[config.mk]
export PLATFORM = sky130hd
export DESIGN_NAME = conv_layer_input_ctrl
export DESIGN_NICKNAME = d
export VERILOG_FILES = /design/src/rtl/conv_layer_input_ctrl.sv
export SDC_FILE = /design/constraint.sdc
export NUM_CORES = 1
export LEC_CHECK = 0
export ABC_AREA = 0
export BUFFER_PORTS_ARGS = -buffer_cell sky130_fd_sc_hd__buf_4
export CELL_PAD_IN_SITES_DETAIL_PLACEMENT = 0
export CELL_PAD_IN_SITES_GLOBAL_PLACEMENT = 1
export CORE_MARGIN = 10
export CORE_UTILIZATION = 35
export CTS_CLUSTER_DIAMETER = 200
export DETAILED_ROUTE_END_ITERATION = 10
export PLACE_DENSITY = 0.73
export SLEW_MARGIN = 20
export SYNTH_ARGS = -nofsm -noshare
export SYNTH_HDL_FRONTEND = slang
export SYNTH_SLANG_ARGS = --single-unit
[constraint.sdc]
create_clock -name clk -period 6.1 [get_ports clk]
set_clock_uncertainty 0.2 [all_clocks]
set_input_delay 1.22 -clock clk [delete_from_list [all_inputs] [get_ports clk]]
set_output_delay 1.22 -clock clk [all_outputs]
set_load 0.01 [all_outputs]
[src/rtl/conv_layer_input_ctrl.sv]
// conv_layer_input_ctrl
// Sequencer for the conv-layer input interface. It walks one IMAGE_SIZE x IMAGE_SIZE
// frame through a PRELOAD command, then alternating SHIFT / LOAD commands (one SHIFT
// per output row). Each command is a one-cycle pulse on cmd, followed by a wait for the
// matching ack code. Every wait is guarded by a watchdog that parks the sequencer in an
// error state. All outputs are registered: the next-cycle values are decoded from the
// next state and captured together with the state register.
module conv_layer_input_ctrl #(
    parameter int IMAGE_SIZE  = 8,
    parameter int KERNEL_SIZE = 3,
    parameter int ROW_WIDTH   = 3,
    parameter int TMO_WIDTH   = 8,
    parameter int TIMEOUT     = 200
) (
    input  logic                 clk,
    input  logic                 rst_n,
    input  logic                 start,
    input  logic                 abort,
    input  logic [1:0]           ack,
    output logic [1:0]           cmd,
    output logic                 iface_en,
    output logic [ROW_WIDTH-1:0] row_idx,
    output logic                 busy,
    output logic                 done,
    output logic                 error
);

    localparam int OUT_ROWS = IMAGE_SIZE - KERNEL_SIZE + 1;
    localparam logic [ROW_WIDTH-1:0] ROW_LAST = ROW_WIDTH'(OUT_ROWS - 1);
    // The last tolerated wait cycle carries count TIMEOUT-1; no ack there means
    // TIMEOUT cycles have been spent waiting.
    localparam logic [TMO_WIDTH-1:0] TMO_LAST = TMO_WIDTH'(TIMEOUT - 1);

    localparam logic [1:0] CMD_IDLE    = 2'd0;
    localparam logic [1:0] CMD_PRELOAD = 2'd1;
    localparam logic [1:0] CMD_SHIFT   = 2'd2;
    localparam logic [1:0] CMD_LOAD    = 2'd3;

    localparam logic [1:0] ACK_PRELOAD = 2'd1;
    localparam logic [1:0] ACK_SHIFT   = 2'd2;
    localparam logic [1:0] ACK_LOAD    = 2'd3;

    typedef enum logic [2:0] {
        S_IDLE,
        S_PRE_ISS,
        S_PRE_WAIT,
        S_SH_ISS,
        S_SH_WAIT,
        S_LD_ISS,
        S_LD_WAIT,
        S_ERR
    } state_t;

    state_t                 state_q, state_d;
    logic [TMO_WIDTH-1:0]   wdog_q, wdog_d;
    logic [ROW_WIDTH-1:0]   row_d;
    logic [1:0]             cmd_d;
    logic                   busy_d;
    logic                   done_d;
    logic                   error_d;

    // Next-state, watchdog, row counter and next-cycle output decode.
    always_comb begin
        state_d = state_q;
        wdog_d  = wdog_q;
        row_d   = row_idx;
        done_d  = 1'b0;
        error_d = error;

        if (abort && (state_q != S_IDLE)) begin
            // Abort wins over any ack arriving in the same cycle; error stays sticky.
            state_d = S_IDLE;
            row_d   = '0;
        end else begin
            case (state_q)
                S_IDLE: begin
                    if (start) begin
                        state_d = S_PRE_ISS;
                        row_d   = '0;
                        error_d = 1'b0;
                    end
                end
                S_PRE_ISS: begin
                    state_d = S_PRE_WAIT;
                    wdog_d  = '0;
                end
                S_PRE_WAIT: begin
                    if (ack == ACK_PRELOAD) begin
                        state_d = S_SH_ISS;
                    end else if (wdog_q == TMO_LAST) begin
                        state_d = S_ERR;
                        error_d = 1'b1;
                    end else begin
                        wdog_d = wdog_q + TMO_WIDTH'(1);
                    end
                end
                S_SH_ISS: begin
                    state_d = S_SH_WAIT;
                    wdog_d  = '0;
                end
                S_SH_WAIT: begin
                    if (ack == ACK_SHIFT) begin
                        if (row_idx == ROW_LAST) begin
                            state_d = S_IDLE;
                            done_d  = 1'b1;
                        end else begin
                            state_d = S_LD_ISS;
                        end
                    end else if (wdog_q == TMO_LAST) begin
                        state_d = S_ERR;
                        error_d = 1'b1;
                    end else begin
                        wdog_d = wdog_q + TMO_WIDTH'(1);
                    end
                end
                S_LD_ISS: begin
                    state_d = S_LD_WAIT;
                    wdog_d  = '0;
                end
                S_LD_WAIT: begin
                    if (ack == ACK_LOAD) begin
                        state_d = S_SH_ISS;
                        row_d   = row_idx + ROW_WIDTH'(1);
                    end else if (wdog_q == TMO_LAST) begin
                        state_d = S_ERR;
                        error_d = 1'b1;
                    end else begin
                        wdog_d = wdog_q + TMO_WIDTH'(1);
                    end
                end
                S_ERR: begin
                    state_d = S_ERR;
                end
                default: begin
                    state_d = S_IDLE;
                end
            endcase
        end

        // Outputs for the next cycle follow directly from the next state.
        case (state_d)
            S_PRE_ISS: cmd_d = CMD_PRELOAD;
            S_SH_ISS:  cmd_d = CMD_SHIFT;
            S_LD_ISS:  cmd_d = CMD_LOAD;
            default:   cmd_d = CMD_IDLE;
        endcase
        busy_d = (state_d != S_IDLE) && (state_d != S_ERR);
    end

    // State, counters and all registered outputs; synchronous active-low reset.
    always_ff @(posedge clk) begin
        if (!rst_n) begin
            state_q  <= S_IDLE;
            wdog_q   <= '0;
            row_idx  <= '0;
            cmd      <= CMD_IDLE;
            iface_en <= 1'b0;
            busy     <= 1'b0;
            done     <= 1'b0;
            error    <= 1'b0;
        end else begin
            state_q  <= state_d;
            wdog_q   <= wdog_d;
            row_idx  <= row_d;
            cmd      <= cmd_d;
            iface_en <= busy_d;
            busy     <= busy_d;
            done     <= done_d;
            error    <= error_d;
        end
    end

endmodule
**Yosys cells after proc, flatten, opt, wreduce, memory -nomap -nowiden**

Index checks and enable logic that the tools add are counted.
W data, S select, Z words.

- Flip-flop bits (word level): 19
- Word-level logic and storage cells: 72

- Add/subtract/negate cells: 2
- Eq/ne operators: 21
- Muxes and demuxes: 24
- Bitwise logic cells: 4
- Reductions and logical operators: 14

Operators by type and width:

| kind | count |
|---|---|
| $mux W8 | 4 |
| $pmux W8 S4 | 1 |
| $mux W3 | 9 |
| $pmux W3 S8 | 1 |
| $eq A3 B3 Y1 const B | 6 |
| $ne A2 B2 Y1 const B | 5 |
| $eq A3 B2 Y1 const B | 3 |
| $add A8 B1 Y8 const B | 1 |
| $eq A8 B8 Y1 const B | 1 |
| $reduce_bool A4 Y1 | 2 |
| $eq A3 B1 Y1 const B | 2 |
| $mux W1 | 6 |
| $pmux W2 S3 | 1 |
| $pmux W3 S2 | 1 |
| $reduce_and A6 Y1 | 1 |
| $reduce_bool A3 Y1 | 2 |
| $reduce_and A5 Y1 | 1 |
| $eq A2 B2 Y1 const B | 2 |
| $not A1 Y1 | 4 |
| $pmux W1 S4 | 1 |
| $reduce_or A4 Y1 | 1 |
| $add A3 B1 Y3 const B | 1 |
| $logic_not A3 Y1 | 1 |
| $ne A3 B3 Y1 const B | 1 |
| 6 further kinds | 7 |

**Longest topological paths before layout**

Gate-level depths: netlist (run 1).

- Depth in word-level cells: 7
- Gate-level depth with buffers: 7
- Mapped depth without buffers: 7

**Least setup slack after synthesis (run 1)**

No wires, ideal clock.

- Path kind: input port to flip-flop
- From: input ack[0]
- To: register wdog_q[6]
- Arrival: 2.306 ns
- Data required time: 5.830 ns
- Slack: 3.524 ns
- Stages: 6
- Cells stage by stage: nand2b_1 a31oi_2 o22ai_2 buf_4 or3_1 a21oi_1

- Cells in the longest elaborated chain, start to end: 3
- Elaborated cells between the ends (all ways): 7
- Classes of those cells: eq/ne: 6; reduce/logical: 1

RTL lines:

| element | line | source |
|---|---|---|
| start, declared | 19 | `input logic [1:0] ack,` |
| $eq A2 B2 Y1, or another cell as far along | 121 | `if (ack == ACK_LOAD) begin` |
| $ne A2 B2 Y1 (no source line) | - |  |
| $reduce_and A5 Y1 (no source line) * | - |  |
| end signal, assigned | 163 | `wdog_q <= wdog_d;` |
| end, declared | 55 | `logic [TMO_WIDTH-1:0] wdog_q, wdog_d;` |

Mark *: on every way between the ends. The rest lies on a longest branch, timed or not.
A chain may end at the register's enable or synchronous reset.

**Worst setup path in the final report (run 1)**

- From: input ack[1]
- To: register wdog_q[5]

Same word-level chain as after synthesis.

==> results of run 1 <==
cells in the mapped netlist, types with 2 or more instances:
library cell	instances	area, sq um
a211oi_1	2	15.0
a21boi_0	2	15.0
a21oi_1	9	45.0
a311oi_1	2	17.5
a41oi_1	2	17.5
and2_1	5	31.3
buf_4	3	22.5
buf_6	2	22.5
dfxtp_1	19	380
ha_1	3	37.5
inv_1	6	22.5
mux2i_1	2	20.0
nand2_1	11	41.3
nand2b_1	3	18.8
nand3_1	2	10.0
nand4_1	3	18.8
nor2_1	7	26.3
nor2b_1	5	31.3
nor3_1	3	15.0
nor3b_1	2	15.0
nor4_1	2	12.5
o21ai_0	7	35.0
o21bai_1	2	15.0
o221ai_1	2	17.5
o31ai_1	2	15.0
or2b_1	2	15.0
or3_1	6	37.5
or4_1	2	15.0
xnor2_1	2	17.5
metrics by stage:
step / std cells / util (%)
after CTS: 191 / 41.0
after global routing: 191 / 41.0
after detailed placement: 187 / 40.1
after floorplan: 135 / -
final: 191 / 41.0
after global placement: 187 / 40.1
layer usage:
layer	vias to the layer above	GRT usage, %	routed length [um]
met1	468	9.15	1150
li1	517	-	-
met3	4	3.26	108
met4	0	2.74	23
met2	20	13.4	1180
met5	-	0	0
report_power, final:
| part | total (mW) | internal [mW] | leakage (nW) | switching, mW |
|---|---|---|---|---|
| clock | 0.0649 | 0.0255 | 0.0150 | 0.0394 |
| combinational | 0.0672 | 0.0309 | 0.293 | 0.0362 |
| sequential | 0.141 | 0.131 | 0.154 | 0.00938 |
| total | 0.273 | 0.188 | 0.462 | 0.0850 |
state kept, by name, indices dropped and copies added, names as in the netlist:
signal	cells
cmd	2
row_idx	3
wdog_q	8
done	1
error	1
state_q	3
busy	1
final timing paths:
check                                 from         to  slack, ps  cells past startpoint
worst max-delay path                ack[1]  wdog_q[5]       3440                      6
worst min register to register       error      error        280                      2
worst max register to register  state_q[2]  wdog_q[5]       3780                      5
worst min-delay path                 error      error        280                      2
critical path, cell delays in order:
cell	delay [ps]
buf_4	130
xnor2_1	150
a31oi_2	250
o22ai_2	240
or4_1	560
a21oi_1	140
final cells by class:
class | instances | area [sq um]
Clock buffer | 4 | 26.3
Fill cell | 338 | 1830
Inverter | 6 | 22.5
Multi-Input combinational cell | 104 | 682
Sequential cell | 19 | 380
Tap cell | 44 | 55.1
Timing Repair Buffer | 14 | 105
logic make-up (layout without fill, tap and decap cells):
kind of cell / after synthesis / in the layout
AO/OA/AOI/OAI: 37 / 37
XOR/XNOR: 3 / 3
adder cells (fa/ha/maj): 3 / 3
buffers and inverters: 12 / 24
flip-flops: 19 / 19
multiplexers: 2 / 2
AND/OR/NAND/NOR: 59 / 59
==> impl_metrics.csv, run 1 <==
group,metric,value,unit
clock_tree,path_clk_slew,110,ps
power,total_power,0.273,mW
placed_design,io_buffers,14,
synthesis,synth-simple-area-share,29.8,%
clock_tree,post_cts_resized,0,
run_status,status,"finished clean",
cells_and_area,area_delta_synth_final,11.2,%
routing,ant_nets,0,
sta,min_period,2660,ps
routing,drc,0,
sta,max_slew_margin,62.8,%
cells_and_area,num_antenna_cells,0,
synthesis,synth_area_per_cell,8.47,sq um
clock_tree,cts_made_buffers,3,
clock_tree,cts_tree,"done",
synthesis,synth_top_family_by_area,"simple AND/OR/NAND/NOR gates",
sta,tns,0,ps
clock_tree,cts_setup_buffers,0,
sta,tightest_slew,553,ps
global_routing,grt.overflow.total,0,
clock_tree,ctsHoldBuffers,0,
synthesis,synth-edff-count,0,
critical_path,crit_type,"in2reg",
sta,fmaxAchievable,0.376,GHz
routing,drtIter0Drc,59,
global_routing,grt_usage,8.08,%
sta,slew_viol_final,0,
clock_tree,clk-insertion-delay-late,300,ps
sta,whs,283,ps
synthesis,yosysWarnings,0,
routing,routed_wl,2460,um
synthesis,syn_nets,144,
floorplanning,rows,20,
cells_and_area,final_cell_mix,"dfxtp_1, buf_4, nand2_1, a21oi_1",
sta,finalHoldViolations,0,
placed_design,hpwlAfterDp,1880,um
critical_path,crit_path_end_kind,"flop",
worst_hold_path,hold_path.class,"reg2reg",
routing,vias,1009,
sta,worst_slack,3440,ps
sta,fin_crit_sh,43.6,%
sta,setup_viol,0,
flow_run,cap_viol_max_count,0,
critical_path,critPathArrivalTime,2690,ps
global_routing,grt_pass1_vias,932,
synthesis,ys_types,44,
floorplanning,die_area,0.00595,sq mm
cells_and_area,fin_nets,157,
placed_design,place_ws,3150,ps
clock_tree,clock_path_buffers,2,
floorplanning,die_w,77.2,um
cells_and_area,drive_above_1_share,15.6,%
global_routing,antenna_found_initial,0,
placed_design,place_congestion,0.881,
power,peakVddDrop,0.140,mV
floorplanning,start_util,36.9,%
global_routing,grt_pass1_wl,4080,um
synthesis,synth.cell_area,0.00114,sq mm
floorplanning,coreArea,0.00310,sq mm
synthesis,synthXorXnorAreaFrac,2.30,%
power,p_per_area,215,mW/mm^2
routing,wl_per_cell,12.9,um
synthesis,async_flop_share,0,%
synthesis,synth_top_flop_cell,"dfxtp_1",
clock_tree,cts-root-buf,"clkbuf_4",
sta,grt_setup_unrepaired,"no",
clock_tree,cts_sinks,19,
critical_path,crit_fanout,14,
placed_design,postPlaceCellArea,0.00124,sq mm
cells_and_area,fin_area,0.00127,sq mm
power,power_leakage,0.462,nW
synthesis,synth_compound_gate_area_share,22.5,%
critical_path,crit_required,6140,ps
floorplanning,io_pins,15,
critical_path,crit_path_start_kind,"primary input",
synthesis,syn_inst,135,
synthesis,synthAdderAreaFrac,3.28,%
routing,drt_pre_antenna_iters,4,
floorplanning,die_height,77.2,um
global_routing,grt_max_degree,17,
clock_tree,htreeDepth,1,
routing,viasPerCell,5.28,
synthesis,synthMuxAreaShare,1.75,%
synthesis,yosysSeqAreaShare,33.3,%
cells_and_area,final_common_cell,"dfxtp_1",
synthesis,ys_ff_latch,19,
Power figures use the tool's default switching activity.
==> inputs of run 2 (changes only) <==
--- a/config.mk
+++ b/config.mk
@@ -13,7 +13,7 @@
 export CORE_UTILIZATION = 35
 export CTS_CLUSTER_DIAMETER = 200
 export DETAILED_ROUTE_END_ITERATION = 10
-export PLACE_DENSITY = 0.73
+export PLACE_DENSITY = 0.76
 export SLEW_MARGIN = 20
 export SYNTH_ARGS = -nofsm -noshare
 export SYNTH_HDL_FRONTEND = slang
==> constraint.sdc (replaced) <==
create_clock -name clk -period 2.25 [get_ports clk]
set_clock_uncertainty 0.2 [all_clocks]
set_input_delay 0.45 -clock clk [delete_from_list [all_inputs] [get_ports clk]]
set_output_delay 0.45 -clock clk [all_outputs]
set_load 0.01 [all_outputs]
==> run 2 against run 1 <==
Against the previous run: sequential share of layout area decreased by 1.4 points; critical endpoint unchanged; largest cell class unchanged; die area is the same; clock power rose to 2.8 times the previous value; wire length increased by 11%; first-iteration DRC count up 56%; via count increased by 4.6%; combinational power increased to 3.1 times the previous value; sequential cell count stayed put; worst hold slack got worse by 80 ps.
==> impl_metrics.csv, run 2 (synthesis results as in run 1) <==
group,metric,value,unit
cells_and_area,num_antenna_cells,0,
cells_and_area,final_common_cell,"buf_4",
floorplanning,coreArea,0.00310,sq mm
critical_path,r2r_start,"wdog_q[0]",
cells_and_area,instances_no_fill,199,
cells_and_area,fin_nets,165,
clock_tree,cts_setup_buffers,0,
routing,drc,0,
sta,finalHoldViolations,0,
power,total_power,0.767,mW
clock_tree,cts-root-buf,"clkbuf_4",
power,sequentialPowerShare,49.4,%
cells_and_area,largest_reg_flops,8,
floorplanning,io_pins,15,
worst_hold_path,hold_start,"rst_n",
critical_path,r2r-end,"wdog_q[5]",
power,clockPowerShare,23.3,%
sta,slew_viol_final,0,
run_status,status,"finished clean",
global_routing,antenna_found_initial,0,
worst_hold_path,hold_path.class,"in2reg",
clock_tree,clock_path_buffers,2,
placed_design,hpwlAfterDp,2050,um
floorplanning,rows,20,
routing,drt_pre_antenna_iters,4,
global_routing,grt.overflow.total,0,
cells_and_area,drive_above_1_share,22.6,%
cells_and_area,largest-register,"wdog_q",
critical_path,crit_fanout,5,
clock_tree,clk-insertion-delay-late,310,ps
placed_design,place_congestion,0.877,
flow_run,cap_viol_max_count,0,
critical_path,critPathArrivalTime,2230,ps
power,p_per_area,572,mW/mm^2
global_routing,grt_max_degree,13,
global_routing,grt_pass1_vias,948,
cells_and_area,final_cell_mix,"buf_4, dfxtp_1, nand2_1, a21oi_1",
routing,vias,1055,
critical_path,crit_path_end_kind,"flop",
critical_path,ff2ff_setup_slack,60,ps
floorplanning,die_area,0.00595,sq mm
power,switching_power,0.244,mW
clock_tree,htreeDepth,1,
power,comb_power_share,27.3,%
power,peakVddDrop,0.317,mV
sta,fmaxAchievable,0.456,GHz
clock_tree,cts_made_buffers,3,
cells_and_area,multi_input_area,696,sq um
critical_path,crit_required,2280,ps
cells_and_area,num-fill-cells,336,
floorplanning,die_w,77.2,um
sta,setup_viol,0,
routing,drtIter0Drc,92,
sta,worst_slack,58.7,ps
cells_and_area,area_delta_synth_final,17.3,%
sta,fin_crit_sh,97.4,%
worst_hold_path,hold_end,"state_q[1]",
floorplanning,start_util,36.9,%
floorplanning,die_height,77.2,um
cells_and_area,post-route-util,43.2,%
critical_path,crit_type,"reg2reg",
placed_design,dp_cells,194,
sta,min_period,2190,ps
power,power_leakage,0.505,nW
placed_design,io_buffers,14,
clock_tree,ctsHoldBuffers,0,
routing,wl_per_cell,13.7,um
sta,grt_setup_unrepaired,"yes",
clock_tree,path_clk_slew,120,ps
global_routing,grt_pass1_wl,4250,um
global_routing,grt_usage,8.41,%
placed_design,place_ws,69.5,ps
power,p_int,0.523,mW
routing,routed_wl,2720,um
routing,viasPerCell,5.30,
critical_path,crit_path_start_kind,"flop",
sta,max_slew_margin,70.8,%
sta,tns,0,ps
clock_tree,cts_tree,"done",
cells_and_area,largest_registers,"wdog_q x8, row_idx x3, state_q x3",
clock_tree,cts_sinks,19,
routing,ant_nets,0,
power,switching_share,31.8,%
worst_hold_path,min_path_cells,2,
cells_and_area,seqCellArea,383,sq um
critical_path,reg2regPathDepth,6,
sta,tightest_slew,432,ps
[run 2: cell count changes in the layout (fill, tap and decap cells not counted)]
cell	change
buf_4	+7
a211oi_1	-1
o22ai_1	+1
and4_1	-1
dfxtp_1	-2
a211oi_2	+1
and4_4	+1
dfxtp_2	+2
clkbuf_1	-1
clkinv_2	+1
[run 2: critical path: stages (launching register included)]
cell	delay (ps)
dfxtp_2	350
ha_1	220
and4_4	220
a211oi_2	290
o22ai_2	180
or4_1	520
a21oi_1	150
[run 2: through the flow]
stage | hold WS, ps | area (sq um)
2_1_floorplan | 249 | 1140
3_3_place_gp | 254 | 1300
3_5_place_dp | 260 | 1300
4_1_cts | 198 | 1330
5_1_grt | 195 | 1340
6_report | 203 | 1340
[run 2: routing by layer]
metal,track usage (%),share of wire (%)
met1,9.54,45
met2,14.6,49
met3,3.15,5.5
met4,1.64,0.37
met5,0,0
[run 2: how the worst max path moves through the flow]
stage                          from   endpoint  slack, ps  cells after the start
after floorplan           wdog_q[0]  wdog_q[6]        250                      7
after global placement    wdog_q[0]  wdog_q[5]        150                      6
after detailed placement  wdog_q[0]  wdog_q[5]         70                      6
after CTS                 wdog_q[0]  wdog_q[5]         40                      6
after global routing      wdog_q[0]  wdog_q[5]         -8                      6
final                     wdog_q[0]  wdog_q[5]         60                      6
[run 2: power by group through the flow]
stage / clock (mW) / combinational (mW) / sequential, mW
6_report: 0.179 / 0.210 / 0.378
5_1_grt: 0.198 / 0.232 / 0.381
4_1_cts: 0.183 / 0.206 / 0.377
3_5_place_dp: 0 / 0.205 / 0.385
3_3_place_gp: 0 / 0.202 / 0.384
2_1_floorplan: 0 / 0.144 / 0.381
[run 2: repair_timing]
item,CTS,global route
hold endpoints to repair,0,0
resized for setup,0,5
endpoints found under the setup margin,0,3
[run 2: cell type report]
type	instances	area share (%)
inverter	6	1.68
multi-input combinational	105	51.9
sequential	19	28.5
clock buffer	3	1.68
timing repair buffer	21	11.8
clock inverter	1	0.373
tap	44	4.10
